File: src/rtl/rv32i_types.sv
// Shared RV32I types for the pipeline front end: machine word, major opcodes,
// and the instruction-fetch state encoding.
package rv32i_types;

    typedef logic [31:0] rv32i_word;

    typedef enum logic [6:0] {
        op_lui   = 7'b0110111,
        op_auipc = 7'b0010111,
        op_jal   = 7'b1101111,
        op_jalr  = 7'b1100111,
        op_br    = 7'b1100011,
        op_load  = 7'b0000011,
        op_store = 7'b0100011,
        op_imm   = 7'b0010011,
        op_reg   = 7'b0110011,
        op_csr   = 7'b1110011
    } rv32i_opcode;

    // FETCH: request outstanding or about to be, response goes straight through.
    // HOLD : IF/ID stalled, the accepted instruction is replayed from inst_q.
    // DROP : a redirect arrived while a request was in flight; swallow its response.
    typedef enum logic [1:0] {
        FETCH = 2'b00,
        HOLD  = 2'b01,
        DROP  = 2'b10
    } fetch_state_t;

    localparam rv32i_word PC_STEP = 32'd4;

    // Instruction addresses are word aligned; low two bits are forced to zero.
    function automatic rv32i_word align_pc(input rv32i_word addr);
        return {addr[31:2], 2'b00};
    endfunction

endpackage

File: src/rtl/if_fetch_stage.sv
// Instruction-fetch stage: owns the PC, keeps at most one instruction-memory
// read in flight, and presents each returned word to IF/ID with its PC, PC+4
// and branch/jump predecode. Stale responses after a redirect are discarded.
module if_fetch_stage
    import rv32i_types::*;
#(
    parameter rv32i_word RESET_PC = 32'h4000_0060
) (
    input  logic        clk,
    input  logic        rst,
    input  logic        stall_i,
    input  logic        redirect_i,
    input  logic [31:0] redirect_pc_i,
    output logic        imem_read,
    output logic [31:0] imem_addr,
    input  logic        imem_resp,
    input  logic [31:0] imem_rdata,
    output logic        valid_if,
    output logic [31:0] pc_out_if,
    output logic [31:0] pc_plus4_if,
    output logic [31:0] inst_rdata,
    output logic        is_branch_if,
    output logic        is_jump_if
);

    fetch_state_t fstate_reg, fstate_next;
    rv32i_word    pc_q, pc_next;
    rv32i_word    tgt_q, tgt_next;
    rv32i_word    inst_q, inst_next;

    rv32i_word    redirect_target;
    rv32i_word    pc_incr;
    rv32i_word    presented_inst;
    logic [6:0]   presented_opcode;

    assign redirect_target = align_pc(redirect_pc_i);
    // Natural 32-bit overflow gives the FFFF_FFFC -> 0 wrap.
    assign pc_incr         = pc_q + PC_STEP;

    // State register: every architectural register of the stage lives here.
    always_ff @(posedge clk) begin
        if (rst) begin
            fstate_reg <= FETCH;
            pc_q       <= RESET_PC;
            tgt_q      <= '0;
            inst_q     <= '0;
        end else begin
            fstate_reg <= fstate_next;
            pc_q       <= pc_next;
            tgt_q      <= tgt_next;
            inst_q     <= inst_next;
        end
    end

    // Next-state and PC selection; priority is redirect > response > stall.
    always_comb begin
        fstate_next = fstate_reg;
        pc_next     = pc_q;
        tgt_next    = tgt_q;
        inst_next   = inst_q;
        unique case (fstate_reg)
            FETCH: begin
                if (redirect_i) begin
                    if (imem_resp) begin
                        // Response arrived with the redirect: just drop it and refetch.
                        pc_next = redirect_target;
                    end else begin
                        // Request still in flight; its address must stay put until it returns.
                        tgt_next    = redirect_target;
                        fstate_next = DROP;
                    end
                end else if (imem_resp) begin
                    if (stall_i) begin
                        inst_next   = imem_rdata;
                        fstate_next = HOLD;
                    end else begin
                        pc_next = pc_incr;
                    end
                end
            end
            HOLD: begin
                if (redirect_i) begin
                    pc_next     = redirect_target;
                    fstate_next = FETCH;
                end else if (!stall_i) begin
                    pc_next     = pc_incr;
                    fstate_next = FETCH;
                end
            end
            DROP: begin
                if (imem_resp) begin
                    // A same-cycle redirect is newer than the parked target.
                    pc_next     = redirect_i ? redirect_target : tgt_q;
                    fstate_next = FETCH;
                end else if (redirect_i) begin
                    tgt_next = redirect_target;
                end
            end
            default: begin
                fstate_next = FETCH;
            end
        endcase
    end

    // Output decode: memory request, presented instruction and predecode flags.
    always_comb begin
        valid_if = 1'b0;
        unique case (fstate_reg)
            FETCH:   valid_if = imem_resp & ~redirect_i;
            HOLD:    valid_if = ~redirect_i;
            default: valid_if = 1'b0;
        endcase
        valid_if = valid_if & ~rst;

        imem_read = (fstate_reg != HOLD) & ~rst;
        imem_addr = rst ? '0 : pc_q;

        presented_inst   = (fstate_reg == HOLD) ? inst_q : imem_rdata;
        presented_opcode = presented_inst[6:0];

        pc_out_if    = rst ? '0 : pc_q;
        pc_plus4_if  = rst ? '0 : pc_incr;
        inst_rdata   = rst ? '0 : presented_inst;
        is_branch_if = valid_if & (presented_opcode == op_br);
        is_jump_if   = valid_if & ((presented_opcode == op_jal) |
                                   (presented_opcode == op_jalr));
    end

endmodule

File: config.mk
export PLATFORM = sky130hd
export DESIGN_NAME = if_fetch_stage
export DESIGN_NICKNAME = d
export VERILOG_FILES = /design/src/rtl/rv32i_types.sv /design/src/rtl/if_fetch_stage.sv
export SDC_FILE = /design/constraint.sdc
export NUM_CORES = 1
export LEC_CHECK = 0
export BUFFER_PORTS_ARGS = -buffer_cell sky130_fd_sc_hd__buf_2
export CORE_ASPECT_RATIO = 1.4
export CORE_MARGIN = 4
export CORE_UTILIZATION = 50
export CTS_CLUSTER_DIAMETER = 200
export DETAILED_ROUTE_END_ITERATION = 8
export HOLD_SLACK_MARGIN = 0.1
export PLACE_DENSITY = 0.8
export SKIP_LAST_GASP = 1
export SYNTH_ARGS = -nofsm -noshare
export SYNTH_HDL_FRONTEND = slang
export SYNTH_SLANG_ARGS = --single-unit
File: constraint.sdc
create_clock -name clk -period 2.9 [get_ports clk]
set_clock_uncertainty 0.05 [all_clocks]
set_input_delay 0.87 -clock clk [delete_from_list [all_inputs] [get_ports clk]]
set_output_delay 0.87 -clock clk [all_outputs]
set_load 0.05 [all_outputs]
==> results of run 1 <==
## synthesized netlist by cell type, drive strengths merged, types with 6 or more instances
library cell  number
dfxtp             98
xnor2             16
a211o              6
xor2               9
clkbuf            61
nand3             19
nand2            220
nor4              12
inv               10
a211oi            13
o21ai             32
or4                7
a21oi            120
and3              16
buf               44
nor2              71
nor3              13
nand4             10
nor2b             29
## critical path: cells and delay by family, from the launching register on
family	cells	cell delay, ns
DFF	1	0.36
and+or+nand+nor	5	0.89
buffers and inverters	3	0.58
## cell families (layout without fill, tap and decap cells)
| logic type | after synthesis | in the layout | synth area share |
|---|---|---|---|
| AOI/OAI and AO/OA | 206 | 206 | 0.206 |
| xor gates and xnor gates | 25 | 25 | 0.0374 |
| adders and majority gates | 1 | 1 | 0.00213 |
| buffers and inverters | 115 | 317 | 0.0965 |
| DFF | 98 | 98 | 0.335 |
| muxes | 1 | 1 | 0.00171 |
| other | 0 | 1 | 0 |
| and+or+nand+nor | 411 | 411 | 0.322 |
## where the power goes
part / switching (mW) / total [mW] / internal [mW] / leakage (nW)
Combinational: 0.756 / 1.11 / 0.359 / 2.66
Sequential: 0.0627 / 1.48 / 1.42 / 0.805
Clock: 0.515 / 1.29 / 0.777 / 0.156
Total: 1.33 / 3.89 / 2.55 / 3.62
## how the worst min path moves through the flow
stage,start,to,depth (start not counted)
finish,tgt_q[30],tgt_q[30],2
global route,inst_q[27],inst_q[27],2
CTS,tgt_q[23],tgt_q[23],2
detailed placement,tgt_q[23],tgt_q[23],2
global placement,tgt_q[23],tgt_q[23],2
floorplan,tgt_q[23],tgt_q[23],2
## layer usage
layer / GRT usage / wire length [um] / vias up
met3: 0.0534 / 1750 / 76
met1: 0.304 / 7360 / 3180
met2: 0.484 / 10100 / 391
met5: 0 / 0 / -
li1: - / - / 3267
met4: 0.132 / 817 / 0
## cell type report
class / count / area, um2
multi-input combinational: 644 / 3950
fill: 857 / 3000
sequential: 98 / 1980
timing repair buffer: 291 / 1930
clock buffer: 11 / 243
tap: 144 / 180
clock inverter: 5 / 77.6
inverter: 10 / 37.5
antenna: 1 / 2.50
## timing repair
| action | CTS | global route |
|---|---|---|
| pin swaps | 14 | 9 |
| resized for setup | 83 | 19 |
| endpoints found under the setup margin | 20 | 44 |
| setup buffers | 11 | 9 |
==> results.txt, run 1 <==
Status: finished with violations
Failing checks: setup timing
Yosys reg bits: 98
Initial antenna violation count: 0
Largest regs: inst_q: 32 flops, pc_q: 32 flops, tgt_q: 32 flops
Final setup viols: 18
Hpwl dp: 13200 um
Avg Vias per Cell: 5.74
Placed cells: 1167
Worst-margin pin slew: 0.706 ns
Clock root cell: clkbuf_16
H-tree Lvls: 3
Reg2Reg Depth: 8
Hold WS: 0.399 ns
Leading cell type in the layout, fill and taps excluded: nand2_1
Final net count: 1124
Most frequent cells in the layout: nand2_1 (219), buf_2 (178), a21oi_1 (118)
Crit path from: pc_q[9]
Mean routed wirelength per cell: 16.6 um
Largest stage delay on the critical path: 0.46 ns
Seq/Total Area, Yosys: 0.335
Rel. slew slack: 0.528
Post-route ant nets: 0
Gpl congestion: 0.856
Vias in the first global route: 6349
EDFF count, synth: 0
Top post-synthesis cells by area: dfxtp_1 (33%), nand2_1 (14%), a21oi_1 (10%)
Final hold violations: 0
Critical path start-end classification: flip-flop to output port
Num rows: 46
Critical path data arrival time: 2.19 ns
Area growth, synth to finish: 43.2%
R2r setup slk: 0.62 ns
Io pins: 201
Final wirelength: 20000 um
Critical Path RT: 1.98 ns
Worst-skew pair later-pin latency: 0.34 ns
Detailed-router iteration count before antenna repair: 5
Global-route wire length before repair: 29900 um
Top cell by count, worst path: buf_4
Fin crit period: 3.11 ns
RSZ-0062 raised after global routing: yes
# hold bufs at CTS: 0
Worst path cell trace: nand4_4 > buf_12 > nor4_1 > buf_4 > and3_1 > nor2_1 > nor2_2 > buf_4
Clock slew at reported path FFs: 0.07 ns
Global route total overflow: 0
Chip Width: 99.5 um
CORE AREA: 0.0114 mm2
Most used DFF post-synth: dfxtp_1
Final core utilization: 0.737
CTS tree: done
Share of layout cells above drive strength 1: 0.394
Yosys warnings: 0
Hold WC Path Type: flip-flop to flip-flop
Largest area contributor in the netlist: dfxtp_1
Synthesized cell area: 0.00586 mm2
Pre-CTS setup slack: -0.0187 ns
Drt first-iter violations: 519
DIE AREA: 0.0135 mm2
CTS buffer count: 9
Reg2reg end: pc_q[30]
Die Span Y: 136 um
Final worst slack: -0.206 ns
CTS Buffer Depth: 2
Post-Syn Instances: 857
Post-route cell area: 0.00840 mm2
Share of the synthesized area in the top cell type: 0.335
Fin cells: 1204
CP startpoint kind: flip-flop
Vias: 6914
Area after DPL: 0.00749 mm2
Clock Sinks: 98
Overall power: 3.89 mW
RR Startpoint: pc_q[3]
FMAX: 322 MHz
Synth async-reset ratio: 0
Leakage: 3.62 nW
CP max FO: 12
Post-Syn Area per Cell: 6.84 um2
Worst setup endpoint: pc_plus4_if[19]
Max-slew violation count: 0
Max-cap violations: 0
Power per cell area: 463 mW/mm2
Maximum VDD drop: 316 uV
Yosys cell types: 52
Total GRT Usage: 0.271
Critical Path End Type: output port
I/O Buffers: 198
Initial core utilization: 0.514
DRC viols: 0
Tcrit/Tclk final: 1.07
Largest net degree at the start of global routing: 48
Setup Total Neg Slack: -1.95 ns
Syn_nets: 927
CP max stage cell: nor4_1
No activity file was read; power rests on OpenSTA's default activity.
==> run 2: changes to the inputs <==
- CORE_ASPECT_RATIO: 1.4 -> 1.25
==> run 2 against run 1 <==
The run still ends with setup timing left. Cell count shrank 1.1%. Wire length decreased by 0.54%. Non-clock buffer count fell by 3. Design area increased by 0.28%. Utilization grew 0.85 points. Register-to-register slack improved by 0.05 ns. Global-route usage decreased by 0.85 points. Combinational power about the same. Flip-flop and latch count unchanged. Via count decreased by 0.33%. Sequential power hardly changed. Worst hold slack gained 0.0025 ns. Largest cell class unchanged. Largest power group unchanged.
==> results.txt, run 2 (same netlist as run 1, synthesis figures left out) <==
Status: finished with violations
Failing checks: setup timing
Power share of the combinational group: 0.292
Placed cells: 1156
WL met3: 1870 um
Reg2Reg Depth: 8
Fin cells: 1191
CTS tree: done
Rel. slew slack: 0.596
Global-route wire length before repair: 29500 um
Critical path data arrival time: 2.14 ns
Gpl congestion: 0.881
Mean routed wirelength per cell: 16.7 um
Power per cell area: 454 mW/mm2
Net Sw Frac: 0.348
Stages on the worst setup path: 8
Vias in the first global route: 6018
Top cell by count, worst path: buf_6
Initial core utilization: 0.519
Vias: 6891
Clock slew at reported path FFs: 0.07 ns
Critical Path End Type: output port
Final wirelength: 19900 um
DRC viols: 0
Bufs and invs on worst path: 3
Clock group share of total power: 0.321
H-tree Lvls: 3
Final setup viols: 14
Io pins: 201
Reg power frac: 0.387
Final hold violations: 0
Num rows: 43
Leakage: 3.66 nW
I/O Buffers: 198
CP startpoint kind: flip-flop
Worst-margin pin slew: 0.606 ns
Post-route ant nets: 0
Clock Sinks: 98
Met1 WL: 7500 um
Crit-path leading delay family: simple AND/OR/NAND/NOR gates
Fin crit period: 3.06 ns
Final worst slack: -0.158 ns
Largest regs: inst_q: 32 flops, pc_q: 32 flops, tgt_q: 32 flops
Area after DPL: 0.00748 mm2
Clock root cell: clkbuf_16
Largest stage delay on the critical path: 0.35 ns
Reg2reg end: pc_q[17]
Crit path from: pc_q[10]
Drt first-iter violations: 523
Avg Vias per Cell: 5.79
Initial antenna violation count: 1
Tcrit/Tclk final: 1.05
DIE AREA: 0.0135 mm2
Largest net degree at the start of global routing: 73
Area growth, synth to finish: 43.6%
Post-route cell area: 0.00842 mm2
Hold WC Path Type: flip-flop to flip-flop
WL met2: 9970 um
Die Span Y: 129 um
CTS buffer count: 9
Critical path start-end classification: flip-flop to output port
Leading cell type in the layout, fill and taps excluded: nand2_1
Total GRT Usage: 0.262
Internal Power: 2.49 mW
FMAX: 327 MHz
Fillers: 841
Worst path cell trace: nand4_1 > buf_6 > nor4_4 > buf_6 > nand4_4 > xor2_2 > nor2_4 > buf_6
RSZ-0062 raised after global routing: yes
Global route total overflow: 0
Worst setup endpoint: pc_plus4_if[30]
Share of layout cells above drive strength 1: 0.400
Chip Width: 105 um
Hpwl dp: 12900 um
Final net count: 1121
R2r setup slk: 0.67 ns
CTS Buffer Depth: 2
CP max FO: 8
Critical Path RT: 1.98 ns
Max-slew violation count: 0
Max-cap violations: 0
Detailed-router iteration count before antenna repair: 5
Worst-skew pair later-pin latency: 0.33 ns
RR Startpoint: fstate_reg[0]
CORE AREA: 0.0113 mm2
Most frequent cells in the layout: nand2_1 (218), buf_2 (179), a21oi_1 (118)
Top Layer Used: met5
Switching Power: 1.33 mW
Maximum VDD drop: 270 uV
CP max stage cell: dfxtp_1
# diodes: 0
run 2: stage by stage:
step	worst slack (ns)	power [mW]	hold slack (ns)	TNS, ns	utilization
2_1_floorplan	-0.254	2.26	0.382	-10.66	-
3_3_place_gp	0.0490	2.53	0.387	0	0.662
3_5_place_dp	0.0303	2.55	0.392	0	0.662
4_1_cts	-0.126	3.79	0.401	-0.532	0.717
5_1_grt	-0.207	3.96	0.420	-2.26	0.745
6_report	-0.158	3.82	0.401	-1.14	0.745
run 2: tightest hold or removal path: stages (launching register included):
cell	delay, ns
dfxtp_1	0.31
nand2_1	0.05
a21oi_1	0.05
run 2: cell type report:
type | count | area [um2] | share of cell area
multi-input cells | 644 | 4000 | 0.475
well taps | 135 | 169 | 0.0201
repair buffers | 288 | 1930 | 0.229
clock buffers | 11 | 253 | 0.0300
inverters | 10 | 37.5 | 0.00446
clock inverters | 5 | 52.6 | 0.00624
flip-flops and latches | 98 | 1980 | 0.235
run 2: repair_timing:
action                                  CTS  global route
buffers inserted                          5            14
hold buffers                              0             0
endpoints found under the setup margin   20            49
gates resized for setup                  70            44
pin swaps                                 9            14
run 2: layer usage:
layer	up-vias	GRT usage
met4	2	0.102
li1	3263	-
met5	-	0
met2	407	0.457
met3	57	0.0518
met1	3162	0.321
run 2: power by group through the flow:
stage          combinational, mW  sequential, mW  clock, mW
2_1_floorplan              0.770            1.49          0
3_3_place_gp                1.04            1.49          0
3_5_place_dp                1.05            1.50          0
4_1_cts                     1.08            1.47       1.24
5_1_grt                     1.18            1.48       1.30
6_report                    1.12            1.48       1.22
run 2: worst min path at each step:
| stage | start | endpoint | slack [ns] | cells past startpoint |
|---|---|---|---|---|
| floorplan | tgt_q[23] | tgt_q[23] | 0.38 | 2 |
| global placement | tgt_q[23] | tgt_q[23] | 0.39 | 2 |
| detailed placement | tgt_q[24] | tgt_q[24] | 0.39 | 2 |
| CTS | tgt_q[24] | tgt_q[24] | 0.40 | 2 |
| global route | inst_q[30] | inst_q[30] | 0.42 | 2 |
| finish | tgt_q[31] | tgt_q[31] | 0.40 | 2 |
==> run 3: changes to the inputs <==
- CORE_ASPECT_RATIO: 1.25 -> 0.6
==> run 3 against run 2 <==
The run still ends with setup timing left. Sequential share of layout area fell by 0.30 points. Setup slack improved by 0.0040 ns. Clock power grew 12%. Critical path type unchanged. Critical endpoint is now pc_plus4_if[29].
==> results.txt, run 3 (same netlist as run 1, synthesis figures left out) <==
Final core utilization: 0.754
Gpl congestion: 0.889
Hold WC Path Type: flip-flop to flip-flop
Overall power: 3.98 mW
Switching Power: 1.34 mW
CP max stage cell: dfxtp_1
CTS buffer count: 9
Worst path cell trace: nand4_1 > buf_6 > nor4_2 > buf_4 > nand3_4 > xor2_2 > nor2_4 > buf_8
Global route total overflow: 0
Hpwl dp: 13700 um
I/O Buffers: 198
CP startpoint kind: flip-flop
Worst-skew pair later-pin latency: 0.35 ns
CTS Buffer Depth: 2
Tcrit/Tclk final: 1.05
Global-route wire length before repair: 30800 um
Largest net degree at the start of global routing: 57
Net Sw Frac: 0.336
Clock root cell: clkbuf_16
Num rows: 30
Bufs and invs on worst path: 3
Worst-margin pin slew: 0.646 ns
CTS tree: done
Reg power frac: 0.374
Placed cells: 1187
Clock slew at reported path FFs: 0.07 ns
Vias in the first global route: 6129
Register area: 0.00199 mm2
Leakage: 3.72 nW
Die Span Y: 91.9 um
Final net count: 1128
Rel. slew slack: 0.570
Critical Path RT: 1.98 ns
H-tree Lvls: 3
Total GRT Usage: 0.277
Post-route ant nets: 0
Initial antenna violation count: 0
Drt first-iter violations: 768
Vias: 6827
Critical Path End Type: output port
Clock Sinks: 98
FMAX: 327 MHz
Chip Width: 148 um
CP max FO: 7
Power per cell area: 464 mW/mm2
Crit-path leading delay family: simple AND/OR/NAND/NOR gates
Largest regs: inst_q: 32 flops, pc_q: 32 flops, tgt_q: 32 flops
Failing checks: setup timing
Internal Power: 2.64 mW
CORE AREA: 0.0114 mm2
Fin crit period: 3.05 ns
Fillers: 855
Largest stage delay on the critical path: 0.36 ns
Final worst slack: -0.154 ns
Max-slew violation count: 0
Final setup viols: 17
Critical path data arrival time: 2.13 ns
Post-route cell area: 0.00857 mm2
Fin cells: 1222
Final wirelength: 20600 um
DRC viols: 0
Final hold violations: 0
Share of layout cells above drive strength 1: 0.406
Critical path start-end classification: flip-flop to output port
Leading cell type in the layout, fill and taps excluded: nand2_1
Status: finished with violations
Maximum VDD drop: 412 uV
Area growth, synth to finish: 46.2%
Power share of the combinational group: 0.282
Multi-input gate area: 0.00400 mm2
RSZ-0062 raised after global routing: yes
Max-cap violations: 0
# diodes: 0
Initial core utilization: 0.515
Area after DPL: 0.00757 mm2
Most frequent cells in the layout: nand2_1 (217), buf_2 (175), a21oi_1 (118)
DIE AREA: 0.0136 mm2
Mean routed wirelength per cell: 16.9 um
Io pins: 201
Detailed-router iteration count before antenna repair: 5
Clock group share of total power: 0.345
Avg Vias per Cell: 5.59
-- run 3: cell types whose count changed in the layout (fill, tap and decap cells not counted), moves of 3 or more --
cell,change
buf_2,-4
buf_4,+8
dfxtp_1,-4
nand3_4,-3
-- run 3: power groups by stage --
stage | clock [mW] | sequential, mW | combinational, mW
finish | 1.37 | 1.49 | 1.12
global placement | 0 | 1.50 | 1.04
floorplan | 0 | 1.49 | 0.770
global route | 1.44 | 1.49 | 1.19
detailed placement | 0 | 1.50 | 1.05
CTS | 1.37 | 1.48 | 1.09
-- run 3: tightest hold or removal path: cells and delay by family (launching register included) --
| family | cells | cell delay, ns |
|---|---|---|
| simple gates | 1 | 0.05 |
| compound gates | 1 | 0.05 |
| flops | 1 | 0.31 |
-- run 3: area by class of cell --
type,instances,share of cell area
well taps,160,0.0234
inverters,10,0.00438
clock inverters,5,0.0120
flip-flops and latches,98,0.232
clock buffers,10,0.0279
repair buffers,295,0.233
multi-input cells,644,0.467
-- run 3: stage by stage --
step                worst slack [ns]  hold slack (ns)  TNS (ns)
finish                        -0.154            0.401     -1.17
global route                  -0.221            0.420     -2.55
CTS                          -0.0828            0.401    -0.523
detailed placement            0.0461            0.392         0
global placement              0.0450            0.388         0
floorplan                     -0.254            0.382    -10.66
-- run 3: timing repair --
action,in CTS,in global routing
setup buffers,8,12
pin swaps,10,14
hold buffers,0,0
setup endpoints to repair,20,39
resized for setup,78,48
-- run 3: path summary, 6_finish.rpt --
| kind | startpoint | endpoint | slack, ns | cells past startpoint |
|---|---|---|---|---|
| max | pc_q[5] | pc_plus4_if[29] | -0.15 | 8 |
| min | tgt_q[27] | tgt_q[27] | 0.40 | 2 |
| max reg2reg | pc_q[23] | pc_q[30] | 0.57 | 7 |
| min reg2reg | tgt_q[27] | tgt_q[27] | 0.40 | 2 |
-- run 3: per-layer routing --
metal / vias up / GRT usage / part of all wire
met5: - / 0 / 0
met4: 0 / 0.0806 / 0.022
met3: 40 / 0.0686 / 0.089
met2: 355 / 0.419 / 0.45
met1: 3159 / 0.391 / 0.44
li1: 3273 / - / -
